==> src/rtl/hamming_mem_engine_if.sv <==
// Control and byte-memory bus for the Hamming(16,11) SECDED engine.
// master drives run control and read data; slave is the engine side.
interface hamming_mem_engine_if #(
    parameter int ADDR_W = 8
);
    logic              start;
    logic              mode;
    logic              busy;
    logic              done;
    logic [7:0]        corr_cnt;
    logic [7:0]        dbl_cnt;
    logic [ADDR_W-1:0] mem_addr;
    logic [7:0]        mem_rd_data;
    logic              mem_wr_en;
    logic [7:0]        mem_wr_data;

    modport master (
        output start, mode, mem_rd_data,
        input  busy, done, corr_cnt, dbl_cnt,
        input  mem_addr, mem_wr_en, mem_wr_data
    );

    modport slave (
        input  start, mode, mem_rd_data,
        output busy, done, corr_cnt, dbl_cnt,
        output mem_addr, mem_wr_en, mem_wr_data
    );
endinterface

==> src/rtl/hamming_mem_engine.sv <==
// Hamming(16,11) SECDED encode/decode engine walking byte pairs in memory.
// Define HAMMING_ERR_CNT_EN to build the corrected/double-error counters.
module hamming_mem_engine #(
    parameter int NUM_WORDS = 15,
    parameter int ADDR_W    = 8,
    parameter int ENC_SRC   = 0,
    parameter int ENC_DST   = 30,
    parameter int DEC_SRC   = 30,
    parameter int DEC_DST   = 0
) (
    input logic                 clk,
    input logic                 reset,
    hamming_mem_engine_if.slave bus
);
    typedef enum logic [2:0] {
        IDLE, RD_LO, RD_HI, WR_LO, WR_HI, DONE
    } state_t;

    state_t            state_q, state_d;
    logic [ADDR_W-1:0] idx_q, idx_d;
    logic [15:0]       word_q, word_d;
    logic              mode_q, mode_d;
    logic              busy_q, busy_d;
    logic              done_q, done_d;

    logic [ADDR_W-1:0] src_base, dst_base, offs, addr;
    logic [15:0]       enc_d, enc_p, enc_cw;
    logic [15:0]       fixed, dec_out, result;
    logic [3:0]        syn;
    logic              par, last, wr_en;
    logic [7:0]        wr_data;

    // Data bits in place with parity slots zero, then fill p1..p8 and p0.
    assign enc_d  = {word_q[10:4], 1'b0, word_q[3:1], 1'b0, word_q[0], 3'b000};
    assign enc_p  = {7'b0, ^(enc_d & 16'hFF00), 3'b0, ^(enc_d & 16'hF0F0),
                     1'b0, ^(enc_d & 16'hCCCC), ^(enc_d & 16'hAAAA), 1'b0};
    assign enc_cw = {enc_d[15:1] | enc_p[15:1], ^(enc_d | enc_p)};

    assign syn   = {^(word_q & 16'hFF00), ^(word_q & 16'hF0F0),
                    ^(word_q & 16'hCCCC), ^(word_q & 16'hAAAA)};
    assign par   = ^word_q;
    assign fixed = word_q ^ (16'h0001 << syn);

    always_comb begin
        if (par) begin
            dec_out = {5'b01000, fixed[15:9], fixed[7:5], fixed[3]};
        end else if (syn == 4'd0) begin
            dec_out = {5'b00000, word_q[15:9], word_q[7:5], word_q[3]};
        end else begin
            dec_out = 16'h8000;
        end
    end

    assign result   = mode_q ? dec_out : enc_cw;
    assign src_base = mode_q ? ADDR_W'(DEC_SRC) : ADDR_W'(ENC_SRC);
    assign dst_base = mode_q ? ADDR_W'(DEC_DST) : ADDR_W'(ENC_DST);
    assign offs     = {idx_q[ADDR_W-2:0], 1'b0};
    assign last     = (idx_q == ADDR_W'(NUM_WORDS - 1));

    always_ff @(posedge clk or posedge reset) begin
        if (reset) begin
            state_q <= IDLE;
            idx_q   <= '0;
            word_q  <= '0;
            mode_q  <= 1'b0;
            busy_q  <= 1'b0;
            done_q  <= 1'b0;
        end else begin
            state_q <= state_d;
            idx_q   <= idx_d;
            word_q  <= word_d;
            mode_q  <= mode_d;
            busy_q  <= busy_d;
            done_q  <= done_d;
        end
    end

    always_comb begin
        state_d = state_q;
        idx_d   = idx_q;
        word_d  = word_q;
        mode_d  = mode_q;
        busy_d  = busy_q;
        done_d  = done_q;
        addr    = '0;
        wr_en   = 1'b0;
        wr_data = 8'h00;
        unique case (state_q)
            IDLE: begin
                if (bus.start) begin
                    state_d = RD_LO;
                    idx_d   = '0;
                    mode_d  = bus.mode;
                    busy_d  = 1'b1;
                    done_d  = 1'b0;
                end
            end
            RD_LO: begin
                addr         = src_base + offs;
                word_d[7:0]  = bus.mem_rd_data;
                state_d      = RD_HI;
            end
            RD_HI: begin
                addr         = src_base + offs + ADDR_W'(1);
                word_d[15:8] = bus.mem_rd_data;
                state_d      = WR_LO;
            end
            // Both source bytes are held before any write, so in-place is safe.
            WR_LO: begin
                addr    = dst_base + offs;
                wr_en   = 1'b1;
                wr_data = result[7:0];
                state_d = WR_HI;
            end
            WR_HI: begin
                addr    = dst_base + offs + ADDR_W'(1);
                wr_en   = 1'b1;
                wr_data = result[15:8];
                if (last) begin
                    state_d = DONE;
                end else begin
                    idx_d   = idx_q + ADDR_W'(1);
                    state_d = RD_LO;
                end
            end
            DONE: begin
                busy_d  = 1'b0;
                done_d  = 1'b1;
                state_d = IDLE;
            end
            default: state_d = IDLE;
        endcase
    end

    assign bus.busy        = busy_q;
    assign bus.done        = done_q;
    assign bus.mem_addr    = addr;
    assign bus.mem_wr_en   = wr_en;
    assign bus.mem_wr_data = wr_data;

`ifdef HAMMING_ERR_CNT_EN
    logic [7:0] corr_q, corr_d, dbl_q, dbl_d;

    always_comb begin
        corr_d = corr_q;
        dbl_d  = dbl_q;
        if (state_q == IDLE && bus.start) begin
            corr_d = 8'h00;
            dbl_d  = 8'h00;
        end else if (state_q == WR_HI && mode_q) begin
            if (par && corr_q != 8'hFF) begin
                corr_d = corr_q + 8'd1;
            end
            if (!par && syn != 4'd0 && dbl_q != 8'hFF) begin
                dbl_d = dbl_q + 8'd1;
            end
        end
    end

    always_ff @(posedge clk or posedge reset) begin
        if (reset) begin
            corr_q <= 8'h00;
            dbl_q  <= 8'h00;
        end else begin
            corr_q <= corr_d;
            dbl_q  <= dbl_d;
        end
    end

    assign bus.corr_cnt = corr_q;
    assign bus.dbl_cnt  = dbl_q;
`else
    assign bus.corr_cnt = 8'h00;
    assign bus.dbl_cnt  = 8'h00;
`endif
endmodule

==> src/flat_wrapper.sv <==
// flat-port wrapper written by rule: the top's interface ports become plain ports
module hamming_mem_engine_flat 
#(
    parameter int NUM_WORDS = 15,
    parameter int ADDR_W    = 8,
    parameter int ENC_SRC   = 0,
    parameter int ENC_DST   = 30,
    parameter int DEC_SRC   = 30,
    parameter int DEC_DST   = 0
)
  (clk, reset, bus_start, bus_mode, bus_mem_rd_data, bus_busy, bus_done, bus_corr_cnt, bus_dbl_cnt, bus_mem_addr, bus_mem_wr_en, bus_mem_wr_data);
  hamming_mem_engine_if #(.ADDR_W(ADDR_W)) bus_i ();
  input logic clk;
  input logic reset;
  input wire logic [$bits(bus_i.start)-1:0] bus_start;
  input wire logic [$bits(bus_i.mode)-1:0] bus_mode;
  input wire logic [$bits(bus_i.mem_rd_data)-1:0] bus_mem_rd_data;
  output wire logic [$bits(bus_i.busy)-1:0] bus_busy;
  output wire logic [$bits(bus_i.done)-1:0] bus_done;
  output wire logic [$bits(bus_i.corr_cnt)-1:0] bus_corr_cnt;
  output wire logic [$bits(bus_i.dbl_cnt)-1:0] bus_dbl_cnt;
  output wire logic [$bits(bus_i.mem_addr)-1:0] bus_mem_addr;
  output wire logic [$bits(bus_i.mem_wr_en)-1:0] bus_mem_wr_en;
  output wire logic [$bits(bus_i.mem_wr_data)-1:0] bus_mem_wr_data;
  assign bus_i.start = bus_start;
  assign bus_i.mode = bus_mode;
  assign bus_i.mem_rd_data = bus_mem_rd_data;
  assign bus_busy = bus_i.busy;
  assign bus_done = bus_i.done;
  assign bus_corr_cnt = bus_i.corr_cnt;
  assign bus_dbl_cnt = bus_i.dbl_cnt;
  assign bus_mem_addr = bus_i.mem_addr;
  assign bus_mem_wr_en = bus_i.mem_wr_en;
  assign bus_mem_wr_data = bus_i.mem_wr_data;
  hamming_mem_engine #(.NUM_WORDS(NUM_WORDS), .ADDR_W(ADDR_W), .ENC_SRC(ENC_SRC), .ENC_DST(ENC_DST), .DEC_SRC(DEC_SRC), .DEC_DST(DEC_DST)) u_core (.clk(clk), .reset(reset), .bus(bus_i));
endmodule
==> config.mk <==
export PLATFORM = sky130hd
export DESIGN_NAME = hamming_mem_engine_flat
export DESIGN_NICKNAME = d
export VERILOG_FILES = /design/src/rtl/hamming_mem_engine_if.sv /design/src/rtl/hamming_mem_engine.sv /design/src/flat_wrapper.sv
export SDC_FILE = /design/constraint.sdc
export NUM_CORES = 1
export LEC_CHECK = 0
export ABC_AREA = 1
export BUFFER_PORTS_ARGS = -buffer_cell sky130_fd_sc_hd__buf_2
export CAP_MARGIN = 0
export CORE_ASPECT_RATIO = 1.25
export CORE_MARGIN = 3
export CORE_UTILIZATION = 25
export CTS_BUF_LIST = sky130_fd_sc_hd__clkbuf_16
export CTS_CLUSTER_SIZE = 20
export DETAILED_ROUTE_END_ITERATION = 7
export GPL_ROUTABILITY_DRIVEN = 0
export GPL_TIMING_DRIVEN = 0
export HOLD_SLACK_MARGIN = 0.05
export PLACE_DENSITY_LB_ADDON = 0.25
export SLEW_MARGIN = 20
export SYNTH_ARGS = -nofsm -noshare
export SYNTH_HDL_FRONTEND = slang
export SYNTH_SLANG_ARGS = --single-unit
==> constraint.sdc <==
create_clock -name clk -period 4.51 [get_ports clk]
set_input_delay 0.902 -clock clk [delete_from_list [all_inputs] [get_ports clk]]
set_output_delay 0.902 -clock clk [all_outputs]
set_load 0.02 [all_outputs]
==> flow_summary.ini <==
[finish]
area_delta_synth_final_pct = 17.3
num_antenna_cells = 0
fillers = 1384
nets = 610
drive_gt1_frac = 0.154
multi_input_area_um2 = 1970
regArea_um2 = 751

[worst_setup_path]
worst-setup-path-type = reg2out
arrival_ns = 3.24
r2r_slack_ns = 2.67
reg2regPathDepth = 10
rr_startpoint = u_core.state_q[1]
startpoint_type = flip-flop
end_kind = primary output
crit_fanout = 14
cp.required_ns = 3.61
reg2reg_to = u_core.idx_q[6]

[min_path]
hold_end = u_core.bus.done
holdCritStartpoint = u_core.bus.done
holdPathStages = 2
hold_class = reg2reg

[yosys]
synth_seq_area_share = 0.240
ys_types = 29
synth.cell_area_um2 = 3130
ys_seq_elements = 30
ys_warn_count = 0
syn_inst = 534
avgSynthCellArea_um2 = 5.86

[floorplan]
die_width_um = 106
start_util = 0.256
rows = 45
die_y_um = 131
ios = 47
fp.coreArea_um2 = 12200
die_area_um2 = 13900

[global_routing]
antenna_found_initial = 0
gr-usage-all-layers = 0.131
grt_pass1_vias = 3059
grt_pass1_wl_um = 14600
grt_max_degree = 31
grt-ovfl-total = 0

[detailed_routing]
post_drt_wl_per_cell_um = 12.0
num_vias = 3278
viasPerCell = 4.38
firstDrtPassIters = 4
routed_wirelength_um = 8980
first_iter_violations = 94
ant_nets = 0
drc = 0

[clocking]
clk_pin_slew_ns = 0.05
cts.path.max_buffers = 2
postCtsSetupBuffers = 0
post_cts_resize_count = 0
cts_tree = built
numCtsBuffers = 5
cts_sinks = 30
cts_htree_levels = 2
root_buffer = clkbuf_16
hold_buffers = 0
clk_latency_ns = 0.27

[place]
dpl.hpwl_um = 7260
portBuffers = 30

[status]
outcome = completed

[sta]
clock-skew-final_ns = 0.00413
max_freq_ghz = 0.242
finalHoldViolations = 0
rsz0062_at_grt = false
worstMarginPinSlew_ns = 0.787
period_share = 0.918
min_period_ns = 4.14
tns_ns = 0
setup_viol = 0
slew_headroom = 0.475
slew_viol_final = 0

[flow_run]
cap_violations = 0
==> layer usage <==
| metal | global-route usage | part of all wire | vias up |
|---|---|---|---|
| li1 | - | - | 1720 |
| met1 | 0.156 | 0.44 | 1478 |
| met2 | 0.247 | 0.51 | 70 |
| met3 | 0.0181 | 0.036 | 10 |
| met4 | 0.0389 | 0.017 | 0 |
| met5 | 0 | 0 | - |
==> worst max path at each step <==
stage	startpoint	endpoint	cells after the start
final	u_core.mode_q	bus_mem_addr[7]	11
after global routing	u_core.mode_q	bus_mem_addr[7]	11
after CTS	u_core.mode_q	bus_mem_addr[7]	11
after detailed placement	u_core.mode_q	bus_mem_addr[7]	11
after global placement	u_core.mode_q	bus_mem_addr[7]	10
after floorplan	u_core.mode_q	bus_mem_addr[6]	11
==> cell usage in the layout (no fill, tap or decap), drive strengths merged, types with 2 or more instances in the layout <==
cell type	count
a21oi	30
buf	53
clkbuf	8
clkinv	4
conb	16
dfrtp	30
fa	2
ha	10
inv	68
nand2	233
nand3	34
nor2	43
nor3	4
o21ai	23
o22ai	7
xnor2	4
xor2	10
==> worst max-delay path: stages (launching register included) <==
cell and delay (ns):
dfrtp_1 0.46, buf_2 0.23, inv_1 0.14, clkbuf_1 0.62, ha_1 0.42, inv_1 0.15
a21oi_1 0.08, o21ai_0 0.32, nand2_1 0.11, xor2_1 0.16, o22ai_1 0.10, buf_2 0.18
==> cells in the mapped netlist <==
cell	n	area, um^2
nand2_1	222	833
inv_1	53	199
nor2_1	39	146
nand3_1	34	170
a21oi_1	30	150
dfrtp_1	30	751
o21ai_0	23	115
buf_4	17	128
inv_2	14	52.6
nand2_2	11	68.8
ha_1	10	125
xor2_1	10	87.6
o22ai_1	7	43.8
buf_6	4	45.0
nor2_2	4	25.0
nor3_1	4	20.0
xnor2_1	4	35.0
clkbuf_1	3	11.3
clkinv_1	3	11.3
buf_2	2	10.0
fa_1	2	40.0
a22o_1	1	8.76
conb_1	1	3.75
inv_4	1	6.26
mux2_2	1	11.3
mux2i_1	1	10.0
nand4_1	1	6.26
o21bai_1	1	7.51
o31ai_1	1	7.51
==> state kept, by name, indices dropped and copies added (netlist names) <==
name             cells
u_core.bus.busy      1
u_core.word_q       16
u_core.bus.done      1
u_core.idx_q         8
u_core.mode_q        1
u_core.state_q       3
==> metrics by stage <==
step           worst slack [ns]  hold slack [ns]   util  area (um^2)  cells
2_1_floorplan              1.14            0.501      -         3190    549
3_3_place_gp              0.717            0.455  0.290         3540    743
3_5_place_dp              0.666            0.462  0.290         3540    743
4_1_cts                   0.363            0.479  0.300         3670    749
5_1_grt                  0.0884            0.520  0.300         3670    749
6_report                  0.370            0.473  0.300         3670    749
==> area by class of cell <==
type / count / area share
buffer: 26 / 0.0528
clock buffer: 5 / 0.0341
clock inverter: 1 / 0.00102
inverter: 71 / 0.0733
multi-input combinational: 422 / 0.537
sequential: 30 / 0.205
tap: 164 / 0.0559
timing repair buffer: 30 / 0.0409
==> cell families after synthesis <==
group / count (synthesis) / share of synthesized area
compound gates: 63 / 0.106
fa+ha+maj: 12 / 0.0528
flops: 30 / 0.240
simple gates: 315 / 0.406
buf+inv: 97 / 0.148
mux: 2 / 0.00680
xor+xnor: 14 / 0.0392
other cells: 1 / 0.00120
Power is left out: the tool's default activity adds up to more than one toggle a clock period on the data nets, which glitch-free logic cannot reach.
